File: config.mk
export PLATFORM = sky130hd
export DESIGN_NAME = vcache_stat_print_sequencer_flat
export DESIGN_NICKNAME = d
export VERILOG_FILES = /design/src/rtl/vcache_stat_print_sequencer_if.sv /design/src/rtl/vcache_stat_print_sequencer.sv /design/src/flat_wrapper.sv
export SDC_FILE = /design/constraint.sdc
export NUM_CORES = 1
export LEC_CHECK = 0
export ABC_CLOCK_PERIOD_IN_PS = 3800
export BUFFER_PORTS_ARGS = -buffer_cell sky130_fd_sc_hd__buf_2
export CAP_MARGIN = 40
export CORE_MARGIN = 1
export CORE_UTILIZATION = 50
export CTS_CLUSTER_DIAMETER = 150
export DETAILED_ROUTE_END_ITERATION = 7
export PLACE_DENSITY = 0.77
export REMOVE_ABC_BUFFERS = 1
export SLEW_MARGIN = 25
export SYNTH_ARGS = -nofsm -noshare
export SYNTH_HDL_FRONTEND = slang
export SYNTH_SLANG_ARGS = --single-unit
export TNS_END_PERCENT = 30
File: constraint.sdc
create_clock -name clk_i -period 3.8 [get_ports clk_i]
set_clock_uncertainty 0.1 [all_clocks]
set_input_delay 0.95 -clock clk_i [delete_from_list [all_inputs] [get_ports clk_i]]
set_output_delay 0.95 -clock clk_i [all_outputs]
set_load 0.1 [all_outputs]
File: src/rtl/vcache_stat_print_sequencer_if.sv
// Bundle of request-side and profiler-side signals of the print-stat sequencer.
// The slave modport is the sequencer itself. The master modport is the environment,
// meaning the requesters plus the profiler array.
interface vcache_stat_print_sequencer_if #(
    parameter int num_req_p    = 4,
    parameter int num_cache_p  = 8,
    parameter int data_width_p = 32
);
    logic [num_req_p-1:0]              req_v_i;
    logic [num_req_p*data_width_p-1:0] req_tag_i;
    logic [num_req_p-1:0]              req_yumi_o;
    logic [31:0]                       global_ctr_o;
    logic [num_cache_p-1:0]            print_stat_v_o;
    logic [data_width_p-1:0]           print_stat_tag_o;
    logic                              busy_o;

    modport slave (
        input  req_v_i, req_tag_i,
        output req_yumi_o, global_ctr_o, print_stat_v_o, print_stat_tag_o, busy_o
    );

    modport master (
        output req_v_i, req_tag_i,
        input  req_yumi_o, global_ctr_o, print_stat_v_o, print_stat_tag_o, busy_o
    );
endinterface

File: src/rtl/vcache_stat_print_sequencer.sv
// Round-robin arbiter over print-stat requesters. Each granted request is
// serialized onto the vcache profilers one strobe per cycle, because all of
// them append to one shared stats file. The block also owns the free-running
// global cycle counter that is broadcast to every profiler.
module vcache_stat_print_sequencer #(
    parameter int num_req_p    = 4,
    parameter int num_cache_p  = 8,
    parameter int data_width_p = 32,
    parameter int gap_cycles_p = 2
) (
    input  logic clk_i,
    input  logic reset_i,
    vcache_stat_print_sequencer_if.slave bus
);
    localparam int LW = (num_req_p   > 1) ? $clog2(num_req_p)   : 1;
    localparam int IW = (num_cache_p > 1) ? $clog2(num_cache_p) : 1;

    typedef enum logic [1:0] {
        ST_IDLE  = 2'd0,
        ST_PRINT = 2'd1,
        ST_GAP   = 2'd2
    } state_t;

    state_t                  state_reg;
    logic [IW-1:0]           idx_reg;
    logic [31:0]             gcnt_reg;
    logic [LW-1:0]           last_reg;
    logic [data_width_p-1:0] tag_reg;
    logic [num_cache_p-1:0]  print_v_reg;
    logic [31:0]             global_ctr_reg;

    logic [num_req_p-1:0]    hi_mask;
    logic [num_req_p-1:0]    masked_req;
    logic [data_width_p-1:0] tag_arr [num_req_p];
    logic [LW-1:0]           masked_idx;
    logic [LW-1:0]           any_idx;
    logic [LW-1:0]           grant_idx;
    logic                    grant_v;

    // The mask selects requesters strictly after the last grant. Those requesters get
    // first pick. The tag bus is split into one lane per requester.
    genvar gi;
    generate
        for (gi = 0; gi < num_req_p; gi++) begin : g_req
            assign hi_mask[gi]        = (LW'(gi) > last_reg);
            assign tag_arr[gi]        = bus.req_tag_i[gi*data_width_p +: data_width_p];
            assign bus.req_yumi_o[gi] = grant_v && (grant_idx == LW'(gi));
        end
    endgenerate

    assign masked_req = bus.req_v_i & hi_mask;

    // Find the lowest set bit of the masked request vector. When nothing is set above
    // the pointer, wrap around and take the lowest set bit of the full request vector.
    always_comb begin
        masked_idx = '0;
        any_idx    = '0;
        for (int j = num_req_p - 1; j >= 0; j--) begin
            if (masked_req[j]) begin
                masked_idx = LW'(j);
            end
            if (bus.req_v_i[j]) begin
                any_idx = LW'(j);
            end
        end
        grant_idx = (|masked_req) ? masked_idx : any_idx;
        grant_v   = (state_reg == ST_IDLE) && (|bus.req_v_i) && !reset_i;
    end

    // Free-running cycle counter that wraps modulo 2^32.
    always_ff @(posedge clk_i) begin
        if (reset_i) begin
            global_ctr_reg <= '0;
        end else begin
            global_ctr_reg <= global_ctr_reg + 32'd1;
        end
    end

    // Grant, strobe and gap sequencing. The strobe is a registered one-hot value that
    // shifts left once per PRINT cycle.
    always_ff @(posedge clk_i) begin
        if (reset_i) begin
            state_reg   <= ST_IDLE;
            idx_reg     <= '0;
            gcnt_reg    <= '0;
            last_reg    <= LW'(num_req_p - 1);
            tag_reg     <= '0;
            print_v_reg <= '0;
        end else begin
            unique case (state_reg)
                ST_IDLE: begin
                    if (grant_v) begin
                        tag_reg     <= tag_arr[grant_idx];
                        last_reg    <= grant_idx;
                        idx_reg     <= '0;
                        print_v_reg <= num_cache_p'(1);
                        state_reg   <= ST_PRINT;
                    end
                end
                ST_PRINT: begin
                    if (idx_reg == IW'(num_cache_p - 1)) begin
                        print_v_reg <= '0;
                        if (gap_cycles_p == 0) begin
                            state_reg <= ST_IDLE;
                        end else begin
                            gcnt_reg  <= 32'(gap_cycles_p);
                            state_reg <= ST_GAP;
                        end
                    end else begin
                        idx_reg     <= idx_reg + IW'(1);
                        print_v_reg <= print_v_reg << 1;
                    end
                end
                ST_GAP: begin
                    if (gcnt_reg <= 32'd1) begin
                        state_reg <= ST_IDLE;
                    end else begin
                        gcnt_reg <= gcnt_reg - 32'd1;
                    end
                end
                default: begin
                    state_reg <= ST_IDLE;
                end
            endcase
        end
    end

    assign bus.global_ctr_o     = global_ctr_reg;
    assign bus.print_stat_v_o   = print_v_reg;
    assign bus.print_stat_tag_o = tag_reg;
    assign bus.busy_o           = (state_reg != ST_IDLE);

endmodule

File: src/flat_wrapper.sv
// flat-port wrapper written by rule: the top's interface ports become plain ports
module vcache_stat_print_sequencer_flat 
#(
    parameter int num_req_p    = 4,
    parameter int num_cache_p  = 8,
    parameter int data_width_p = 32,
    parameter int gap_cycles_p = 2
)
  (clk_i, reset_i, bus_req_v_i, bus_req_tag_i, bus_req_yumi_o, bus_global_ctr_o, bus_print_stat_v_o, bus_print_stat_tag_o, bus_busy_o);
  vcache_stat_print_sequencer_if #(.num_req_p(num_req_p), .num_cache_p(num_cache_p), .data_width_p(data_width_p)) bus_i ();
  input  logic clk_i;
  input  logic reset_i;
  input wire logic [$bits(bus_i.req_v_i)-1:0] bus_req_v_i;
  input wire logic [$bits(bus_i.req_tag_i)-1:0] bus_req_tag_i;
  output wire logic [$bits(bus_i.req_yumi_o)-1:0] bus_req_yumi_o;
  output wire logic [$bits(bus_i.global_ctr_o)-1:0] bus_global_ctr_o;
  output wire logic [$bits(bus_i.print_stat_v_o)-1:0] bus_print_stat_v_o;
  output wire logic [$bits(bus_i.print_stat_tag_o)-1:0] bus_print_stat_tag_o;
  output wire logic [$bits(bus_i.busy_o)-1:0] bus_busy_o;
  assign bus_i.req_v_i = bus_req_v_i;
  assign bus_i.req_tag_i = bus_req_tag_i;
  assign bus_req_yumi_o = bus_i.req_yumi_o;
  assign bus_global_ctr_o = bus_i.global_ctr_o;
  assign bus_print_stat_v_o = bus_i.print_stat_v_o;
  assign bus_print_stat_tag_o = bus_i.print_stat_tag_o;
  assign bus_busy_o = bus_i.busy_o;
  vcache_stat_print_sequencer #(.num_req_p(num_req_p), .num_cache_p(num_cache_p), .data_width_p(data_width_p), .gap_cycles_p(gap_cycles_p)) u_core (.clk_i(clk_i), .reset_i(reset_i), .bus(bus_i));
endmodule
==> impl_results.md, run 1 <==
* Switching power share of the total at 55.89%
* Vias after detailed routing at 6345
* GR Util All Layers at 30.05%
* Clock tree buffer depth at 2
* Clock period minus worst slack at 3.594 ns
* Synth Register Bits at 111
* Starting utilization of the core area at 52.19%
* Number of standard cells after synthesis at 683
* Largest vdd supply drop at 0.8468 mV
* Syn avg cell area at 8.429 um^2
* Accumulated negative setup slack at 0 ns
* Status: finished, final reports clean
* Layout Area Growth over Synthesis at 26.41%
* Average wire per standard cell at 17.84 um
* TritonCTS clock tree: built
* Crit path max-delay cell type: o221ai_1
* CTS-repair resized insts at 0
* Worst-path clk slew at 0.07 ns
* DRC violations left at 0
* Largest fanout on the critical path at 7
* Critical Path Most Common Cell: nor2b_1
* Total chip power at 0.007642 W
* Cell internal power dissipation at 0.003371 W
* Crit start category: primary input
* Top cells by area, synth: dfxtp_1, nor2_1, a221oi_1
* Wire length of the first global-routing pass at 28110 um
* Register share of total power at 23.3%
* Actual transition at the worst max-transition pin at 0.8428 ns
* Fmax at 0.2783 GHz
* Top cell type's share of synthesized area at 38.60%
* Hold-fix buffer count after cts at 0
* Chip Height at 109.3 um
* Top FF cell, synth: dfxtp_1
* Worst hold stages at 2
* Synth Cell Area at 5757 um^2
* Number of buffers created by CTS at 9
* Post-synth EDFFs at 0
* Startpoint of the most critical hold path: u_core.bus.print_stat_v_o[7]$_SDFFE_PP0P_
* Number of global-route vias before repair at 5952
* Final Non-Filler Cells at 1024
* Gp weighted congestion at 0.9237
* HP Class: reg2reg
* Number of buffers added for setup after CTS at 0
* Site row count at 38
* Most common cell after layout, fill and taps aside: buf_2
* Power per unit of standard cell area at 1050 nW/um^2
* Worst slew margin relative to its limit at 43.81%
* Max stage delay on crit path at 0.57 ns
* Arrival time reported for the critical path endpoint at 2.54 ns
* Core outline area at 11030 um^2
* Yosys top cell by area: dfxtp_1
* H-tree level count at 3
* Starting DRT DRC Count at 545
* Worst Hold Endpoint: u_core.bus.print_stat_v_o[7]$_SDFFE_PP0P_
* Sink Count at 111
* Overflow left after global routing at 0
* Number of max-cap violations at 0
* DIE AREA at 11950 um^2
* FF-to-FF setup slack at 0.98 ns
* Logic gate share of total power at 64.9%
* Unrepaired setup endpoints after global routing: no
* Number of I/O port buffers at 210
* Synth warnings at 0
* Count of filler cells inserted in the layout at 942
* Clock tree root buffer cell: clkbuf_16
* Nets@finish at 1018
* Post-Place Cells at 1003
* Crit path kind: in2out
* Layout cells sized above 1 at 30.80%
* Vias per cell at 6.196
* Cell chain of the critical path: buf_2 -> nor2b_1 -> o221ai_1 -> o31a_1 -> nor2b_1 -> buf_12
* R2r worst-path depth at 5
* Net switching component of the power at 0.004271 W
* Antenna violations before repair at 3
* Crit share post-route at 94.57%
* Source-to-sink clock delay at the later pin of the worst-skew pair at 0.35 ns
* Max-slew violation count at 0
* I/O pin count at 211
* Antenna Nets Post-Route at 0
* Post-detailed-routing wire length at 18260 um
* Number of distinct library cell variants in the gate-level netlist after synthesis at 61
* Critical path endpoint category: primary output
* Estimated wirelength of the detail-placed design at 13260 um
* TritonRoute pass-1 iters at 5
* Post-synthesis sequential area ratio at 38.60%
* Reg2Reg Capture Point: u_core.gcnt_reg[23]$_SDFFE_PP0P_
* Most frequent cells in the layout: buf_2, dfxtp_1, nor2_1, nand2_1, a21oi_1
* Final setup fails at 0
* Die Wd at 109.3 um
* Final Hold Vio Count at 0
* Critical Path RT at 2.75 ns
* Async set or reset register ratio after synthesis at 0%
* Standby leakage power at 3.050 nW
* Reg2reg start: u_core.gcnt_reg[24]$_SDFFE_PP0P_
* Clock power share at 11.8%
* Pin count of the biggest net entering global routing at 79
power groups by stage:
| stage | Clock (W) | Sequential [W] | Combinational [W] |
|---|---|---|---|
| CTS | 0.000908 | 0.00177 | 0.00489 |
| finish | 0.000900 | 0.00178 | 0.00496 |
| detailed placement | 0 | 0.00178 | 0.00488 |
| global route | 0.000958 | 0.00182 | 0.00528 |
| floorplan | 0 | 0.00307 | 0.00250 |
| global placement | 0 | 0.00176 | 0.00476 |
how the worst max path moves through the flow:
stage	slack, ns	depth (start not counted)	endpoint	start
floorplan	-1.17	4	bus_req_yumi_o[0]	bus_req_v_i[3]
detailed placement	0.26	6	bus_req_yumi_o[0]	bus_req_v_i[3]
global placement	0.30	6	bus_req_yumi_o[2]	bus_req_v_i[3]
global route	0.1	6	bus_req_yumi_o[1]	bus_req_v_i[3]
finish	0.21	6	bus_req_yumi_o[1]	bus_req_v_i[3]
CTS	0.26	6	bus_req_yumi_o[0]	bus_req_v_i[3]
critical path, delay by kind of cell:
family	cells	cell delay [ns]
compound gates	2	0.83
simple gates	2	0.40
buf+inv	2	0.35
per-stage QoR:
step           util (%)  hold WS [ns]  cell area, um^2  worst slack [ns]
2_1_floorplan         -        0.3295             5557            -1.172
3_3_place_gp      63.20        0.3356             6972            0.2973
3_5_place_dp      63.20        0.3427             6972            0.2639
4_1_cts           65.71        0.3524             7248            0.2607
5_1_grt           65.95        0.3778             7274           0.09617
6_report          65.97        0.3512             7277            0.2063
layout make-up:
| cell class | instances | area [um^2] | area share, % |
|---|---|---|---|
| antenna | 4 | 10.01 | 0.1376 |
| timing repair buffer | 225 | 1212 | 16.66 |
| clock inverter | 2 | 16.27 | 0.2235 |
| inverter | 19 | 71.32 | 0.9801 |
| clock buffer | 13 | 260.3 | 3.576 |
| tap | 140 | 175.2 | 2.407 |
| multi-input combinational | 510 | 3309 | 45.48 |
| sequential | 111 | 2222 | 30.54 |
cells in the mapped netlist, drive strengths merged (5+ instances only):
master	count
nor4	10
mux2	5
ha	8
nand4b	5
a221oi	32
nor3	23
clkbuf	35
nor2b	6
nand3	16
nand4	14
or4	20
nor2	84
buf	8
dfxtp	111
or2	8
o21ai	19
and4	5
o311ai	6
xnor2	20
o31ai	12
nand2	47
xor2	8
a22oi	27
a211oi	33
or3	25
inv	19
nand2b	5
a21oi	42
cells by family (layout without fill, tap and decap cells):
kind of cell / Yosys count / in the layout / share of synthesized area [%]
muxes: 6 / 6 / 1.152
buffers and inverters: 62 / 259 / 4.716
and+or+nand+nor: 275 / 275 / 25.17
DFF: 111 / 111 / 38.60
other: 0 / 4 / 0
adders and majority gates: 8 / 8 / 1.739
AOI/OAI and AO/OA: 193 / 193 / 24.36
xor gates and xnor gates: 28 / 28 / 4.260
routing by layer:
metal | up-vias | GRT usage (%) | share of wire [%]
li1 | 2957 | - | -
met1 | 3015 | 33.30 | 37
met2 | 298 | 53.28 | 51
met3 | 75 | 7.350 | 7.2
met4 | 0 | 15.33 | 5.0
met5 | - | 0 | 0
No activity file was read; power rests on OpenSTA's default activity.
==> run 2, diff against run 1 <==
- ABC_CLOCK_PERIOD_IN_PS: 3800 -> 3300
- CELL_PAD_IN_SITES_DETAIL_PLACEMENT: not set -> 1
- CELL_PAD_IN_SITES_GLOBAL_PLACEMENT: not set -> 1
- CORE_UTILIZATION: 50 -> 32
- PLACE_DENSITY: 0.77 -> 0.72
- clock period: 3.8 -> 3.3 ns (I/O delays scaled with it)
==> run 2 against run 1 <==
  * Setup slack worse by 0.11 ns
  * First-iteration DRC count decreased by 59%
  * Highest routed layer unchanged
  * Largest power group unchanged
  * Utilization fell by 23 points
  * Register-to-register slack got worse by 0.33 ns
  * Die area increased by 55%
  * Routed wire length rose by 9.6%
  * Flip-flop and latch count did not move
==> impl_results.md, run 2 (synthesized netlist as in run 1, its figures left out) <==
* Status: finished, final reports clean
* CTS-repair resized insts at 0 (unchanged)
* Clock tree root buffer cell: clkbuf_16
* Pin count of the biggest net entering global routing at 47 (-41%)
* Overflow left after global routing at 0 (unchanged)
* Crit share post-route at 97.12%
* Number of I/O port buffers at 210 (unchanged)
* Antenna violations before repair at 2 (-1)
* Actual transition at the worst max-transition pin at 0.8234 ns (-0.01943 ns)
* GR Util All Layers at 21.81% (-8.2 points)
* Site row count at 48 (+26%)
* Worst hold margin at 0.3503 ns (-0.0009460 ns)
* Critical path endpoint category: primary output
* Crit start category: primary input
* Number of buffers created by CTS at 9 (unchanged)
* Starting utilization of the core area at 33.05% (-19 points)
* Power per unit of standard cell area at 1193 nW/um^2 (+14%)
* Total non-filler cell area in the finished layout at 7522 um^2 (+3.4%)
* HP Class: reg2reg
* DRC violations left at 0 (unchanged)
* Standby leakage power at 3.133 nW (+2.7%)
* Number of max-cap violations at 0 (unchanged)
* DIE AREA at 18530 um^2 (+55%)
* Die Wd at 136.1 um (+25%)
* Clock period minus worst slack at 3.205 ns
* Worst-path clk slew at 0.07 ns (about the same)
* I/O pin count at 211 (unchanged)
* Number of buffers added for setup after CTS at 0 (unchanged)
* Placement-stage cell area at 7226 um^2 (+3.6%)
* Average wire per standard cell at 17.85 um (about the same)
* Starting DRT DRC Count at 224 (-59%)
* Vias after detailed routing at 6112 (-3.7%)
* Clock tree buffer depth at 2 (unchanged)
* Number of global-route vias before repair at 6250 (+5.0%)
* Source-to-sink clock delay at the later pin of the worst-skew pair at 0.36 ns (about the same)
* Core outline area at 17420 um^2 (+58%)
* Crit path kind: in2out
* Critical Path RT at 2.37 ns (-0.38 ns)
* Hold-fix buffer count after cts at 0 (unchanged)
* Largest vdd supply drop at 0.6657 mV (-21%)
* Accumulated negative setup slack at 0 ns (unchanged)
* Most common cell after layout, fill and taps aside: buf_2
* Antenna Nets Post-Route at 0 (unchanged)
* Vias per cell at 5.452 (-12%)
* Post-detailed-routing wire length at 20010 um (+9.6%)
* Max-slew violation count at 0 (unchanged)
* Most frequent cells in the layout: buf_2, dfxtp_1, nor2_1, nand2_1, a21oi_1
* Unrepaired setup endpoints after global routing: no
* TritonCTS clock tree: built
* Estimated wirelength of the detail-placed design at 14970 um (+13%)
* H-tree level count at 3 (unchanged)
* Sink Count at 111 (unchanged)
* Worst slew margin relative to its limit at 45.00% (+1.2 points)
* Layout Area Growth over Synthesis at 30.67%
* Layout cells sized above 1 at 32.10% (+1.3 points)
* Gp weighted congestion at 0.7775 (-16%)
* Final setup fails at 0 (unchanged)
* Final Hold Vio Count at 0 (unchanged)
* Wire length of the first global-routing pass at 31940 um (+14%)
* Largest fanout on the critical path at 6 (-1)
* Fmax at 0.3120 GHz
* Nets@finish at 1031 (+1.3%)
* TritonRoute pass-1 iters at 4 (-1)
* Chip Height at 136.1 um (+25%)
* Arrival time reported for the critical path endpoint at 2.28 ns (-0.26 ns)
[run 2: worst max-delay path, stage by stage]
cell     delay, ns
buf_2         0.15
nor2b_1       0.14
o21a_1        0.18
or3_1         0.41
nor3_1        0.35
buf_12        0.23
[run 2: worst paths after layout]
check                                                               start  cells after the start                                        end  slack, ns
worst max-delay path                                       bus_req_v_i[1]                      6                          bus_req_yumi_o[0]        0.1
worst min-delay path            u_core.bus.print_stat_v_o[7]$_SDFFE_PP0P_                      2  u_core.bus.print_stat_v_o[7]$_SDFFE_PP0P_       0.35
worst max register to register           u_core.state_reg[1]$_SDFFE_PP0P_                      8           u_core.gcnt_reg[17]$_SDFFE_PP0P_       0.65
worst min register to register  u_core.bus.print_stat_v_o[7]$_SDFFE_PP0P_                      2  u_core.bus.print_stat_v_o[7]$_SDFFE_PP0P_       0.35
[run 2: cell type report]
type,count,area [um^2]
fill,2151,9894
multi-input combinational,510,3317
sequential,111,2222
timing repair buffer,238,1334
tap,225,281.5
clock buffer,9,225.2
inverter,19,71.32
clock inverter,7,66.31
antenna,2,5.005
[run 2: report_power, final]
group / total (W) / leakage [nW] / internal, W / switching, W
logic: 0.00584 / 2.08 / 0.00165 / 0.00419
clock network: 0.00110 / 0.144 / 0.000531 / 0.000572
registers: 0.00203 / 0.906 / 0.00174 / 0.000294
[run 2: layer usage]
metal / vias up / track usage, % / wire length (um)
met4: 0 / 6.543 / 279
met3: 20 / 6.115 / 1141
met5: - / 0 / 0
met2: 141 / 38.78 / 9967
met1: 2968 / 25.14 / 8624
li1: 2983 / - / -
[run 2: through the flow]
stage / utilization (%) / worst slack [ns] / cells / power (W)
5_1_grt: 43.19 / 0.04674 / 1121 / 0.009596
3_5_place_dp: 41.49 / 0.08118 / 1103 / 0.007889
6_report: 43.19 / 0.09500 / 1121 / 0.008975
2_1_floorplan: - / -1.422 / 640 / 0.006412
4_1_cts: 43.16 / 0.07714 / 1119 / 0.009022
3_3_place_gp: 41.33 / 0.1206 / 1101 / 0.007806
==> run 3, diff against run 2 <==
- GPL_TIMING_DRIVEN: not set -> 0
==> run 3 against run 2 <==
  * Highest routed layer unchanged
  * Routed wire length increased by 0.81%
  * Critical endpoint is now bus_req_yumi_o[2]
  * Global-route usage up 0.31 points
  * Combinational power up 2%
  * Fmax shrank 1.7%
==> impl_results.md, run 3 (synthesized netlist as in run 1, its figures left out) <==
* Chip Height at 136.1 um (unchanged)
* Largest fanout on the critical path at 8 (+2)
* Accumulated negative setup slack at 0 ns (unchanged)
* Nets@finish at 1023 (-0.78%)
* Die Wd at 136.1 um (unchanged)
* Layout cells sized above 1 at 32.96% (+0.85 points)
* Most frequent cells in the layout: buf_2, dfxtp_1, nor2_1, nand2_1
* Max-slew violation count at 0 (unchanged)
* Startpoint of the most critical hold path: u_core.idx_reg[1]$_SDFFE_PP0P_
* Average wire per standard cell at 18.13 um (+1.5%)
* Clock tree buffer depth at 2 (unchanged)
* Post-Place Cells at 1090 (-1.2%)
* TritonCTS clock tree: built
* DIE AREA at 18530 um^2 (unchanged)
* Number of buffers created by CTS at 9 (unchanged)
* Fmax at 0.3067 GHz (-1.7%)
* Layout Area Growth over Synthesis at 31.93%
* Standby leakage power at 3.134 nW (about the same)
* Reg2Reg Capture Point: u_core.gcnt_reg[23]$_SDFFE_PP0P_
* Crit path kind: in2out
* Worst hold stages at 2 (unchanged)
* Antenna violations before repair at 2 (unchanged)
* Starting utilization of the core area at 33.05% (unchanged)
* Overflow left after global routing at 0 (unchanged)
* Worst-path clk slew at 0.08 ns (about the same)
* Number of max-cap violations at 0 (unchanged)
* Critical Path RT at 2.37 ns (about the same)
* Gp weighted congestion at 0.7341 (-5.6%)
* Worst slew margin relative to its limit at 46.43% (+1.4 points)
* Core outline area at 17420 um^2 (unchanged)
* Source-to-sink clock delay at the later pin of the worst-skew pair at 0.36 ns (about the same)
* DRC violations left at 0 (unchanged)
* I/O pin count at 211 (unchanged)
* Crit start category: primary input
* Sink Count at 111 (unchanged)
* Status: finished, final reports clean
* Number of global-route vias before repair at 6267 (+0.27%)
* Site row count at 48 (unchanged)
* Final Non-Filler Cells at 1113 (-0.71%)
* Most common cell after layout, fill and taps aside: buf_2
* Clock period minus worst slack at 3.261 ns (+0.05570 ns)
* Number of I/O port buffers at 210 (unchanged)
* Clock tree root buffer cell: clkbuf_16
* Total chip power at 0.009135 W (+1.8%)
* Largest vdd supply drop at 0.6286 mV (-5.6%)
* Estimated wirelength of the detail-placed design at 14840 um (-0.91%)
* Arrival time reported for the critical path endpoint at 2.34 ns (+0.06 ns)
* GR Util All Layers at 22.12% (+0.31 points)
* Actual transition at the worst max-transition pin at 0.8035 ns (-0.01986 ns)
* Post-detailed-routing wire length at 20170 um (+0.81%)
* Crit share post-route at 98.81% (+1.7 points)
* Hold-fix buffer count after cts at 0 (unchanged)
* Final Hold Vio Count at 0 (unchanged)
* Power per unit of standard cell area at 1203 nW/um^2 (+0.81%)
* Pin count of the biggest net entering global routing at 52 (+11%)
* Starting DRT DRC Count at 269 (+20%)
* Reg2reg start: u_core.gcnt_reg[24]$_SDFFE_PP0P_
* Worst Hold Endpoint: u_core.idx_reg[1]$_SDFFE_PP0P_
* Count of filler cells inserted in the layout at 2147 (-0.19%)
* FF-to-FF setup slack at 0.43 ns (-0.22 ns)
* Wire length of the first global-routing pass at 32110 um (+0.54%)
* H-tree level count at 3 (unchanged)
* Critical path endpoint category: primary output
* Vias after detailed routing at 6113 (+0.016%)
* Antenna Nets Post-Route at 0 (unchanged)
* TritonRoute pass-1 iters at 6 (+2)
* Final setup fails at 0 (unchanged)
* R2r worst-path depth at 5 (-3)
* Vias per cell at 5.492 (+0.74%)
* HP Class: reg2reg
## run 3: changes by cell type in the layout (fill, tap and decap cells not counted), sizes merged
cell      delta
buf          -9
clkbuf       +4
clkinv       -3
clkinvlp     +1
inv          -2
o31a         +1
## run 3: critical path, cell delays in order
cell and delay, ns:
buf_2 0.15, nor2b_4 0.16, o21a_2 0.29, or3_4 0.43, nor3_4 0.21, buf_6 0.25
## run 3: repair_timing
action,in CTS,in global routing
gates cloned,1,0
endpoints found under the setup margin,4,4
buffers inserted,0,4
gates resized for setup,18,8
hold endpoints to repair,0,0
pin swaps,2,3
## run 3: per-stage QoR
stage | util, % | area [um^2] | worst slack [ns] | hold WS [ns]
after global routing | 43.61 | 7595 | -0.0004075 | 0.3870
after floorplan | - | 5557 | -1.422 | 0.3295
after global placement | 39.55 | 6889 | -3.283 | 0.3397
final | 43.61 | 7595 | 0.03930 | 0.3588
after detailed placement | 40.92 | 7127 | -0.6011 | 0.3501
after CTS | 43.19 | 7522 | -0.007592 | 0.3613
## run 3: report_power, final
group | total, W | leakage (nW) | internal, W | switching (W)
sequential | 0.00205 | 0.906 | 0.00174 | 0.000309
combinational | 0.00596 | 2.08 | 0.00171 | 0.00425
clock | 0.00112 | 0.148 | 0.000599 | 0.000522
## run 3: how the worst max path moves through the flow
stage	cells past startpoint	end	slack, ns	start
4_1_cts	6	bus_req_yumi_o[1]	-0.008	bus_req_v_i[1]
2_1_floorplan	4	bus_req_yumi_o[0]	-1.42	bus_req_v_i[3]
5_1_grt	7	bus_req_yumi_o[3]	-0.0004	u_core.state_reg[0]$_SDFFE_PP0P_
6_report	6	bus_req_yumi_o[2]	0.04	bus_req_v_i[3]
3_5_place_dp	6	bus_req_yumi_o[1]	-0.60	bus_req_v_i[3]
3_3_place_gp	6	u_core.bus.print_stat_tag_o[8]$_SDFFE_PP0P_	-3.28	bus_req_v_i[3]
## run 3: layout make-up
cell class	count	area (um^2)	share of cell area [%]
Antenna cell	2	5.005	0.06590
Clock buffer	13	280.3	3.690
Clock inverter	3	25.02	0.3295
Inverter	19	71.32	0.9390
Multi-Input combinational cell	511	3427	45.12
Sequential cell	111	2222	29.26
Tap cell	225	281.5	3.707
Timing Repair Buffer	229	1282	16.89
## run 3: metal layers
layer / wire length, um / global-route usage [%]
met5: 0 / 0
met4: 427 / 7.654
met3: 1336 / 7.010
met2: 10140 / 38.83
met1: 8268 / 25.01
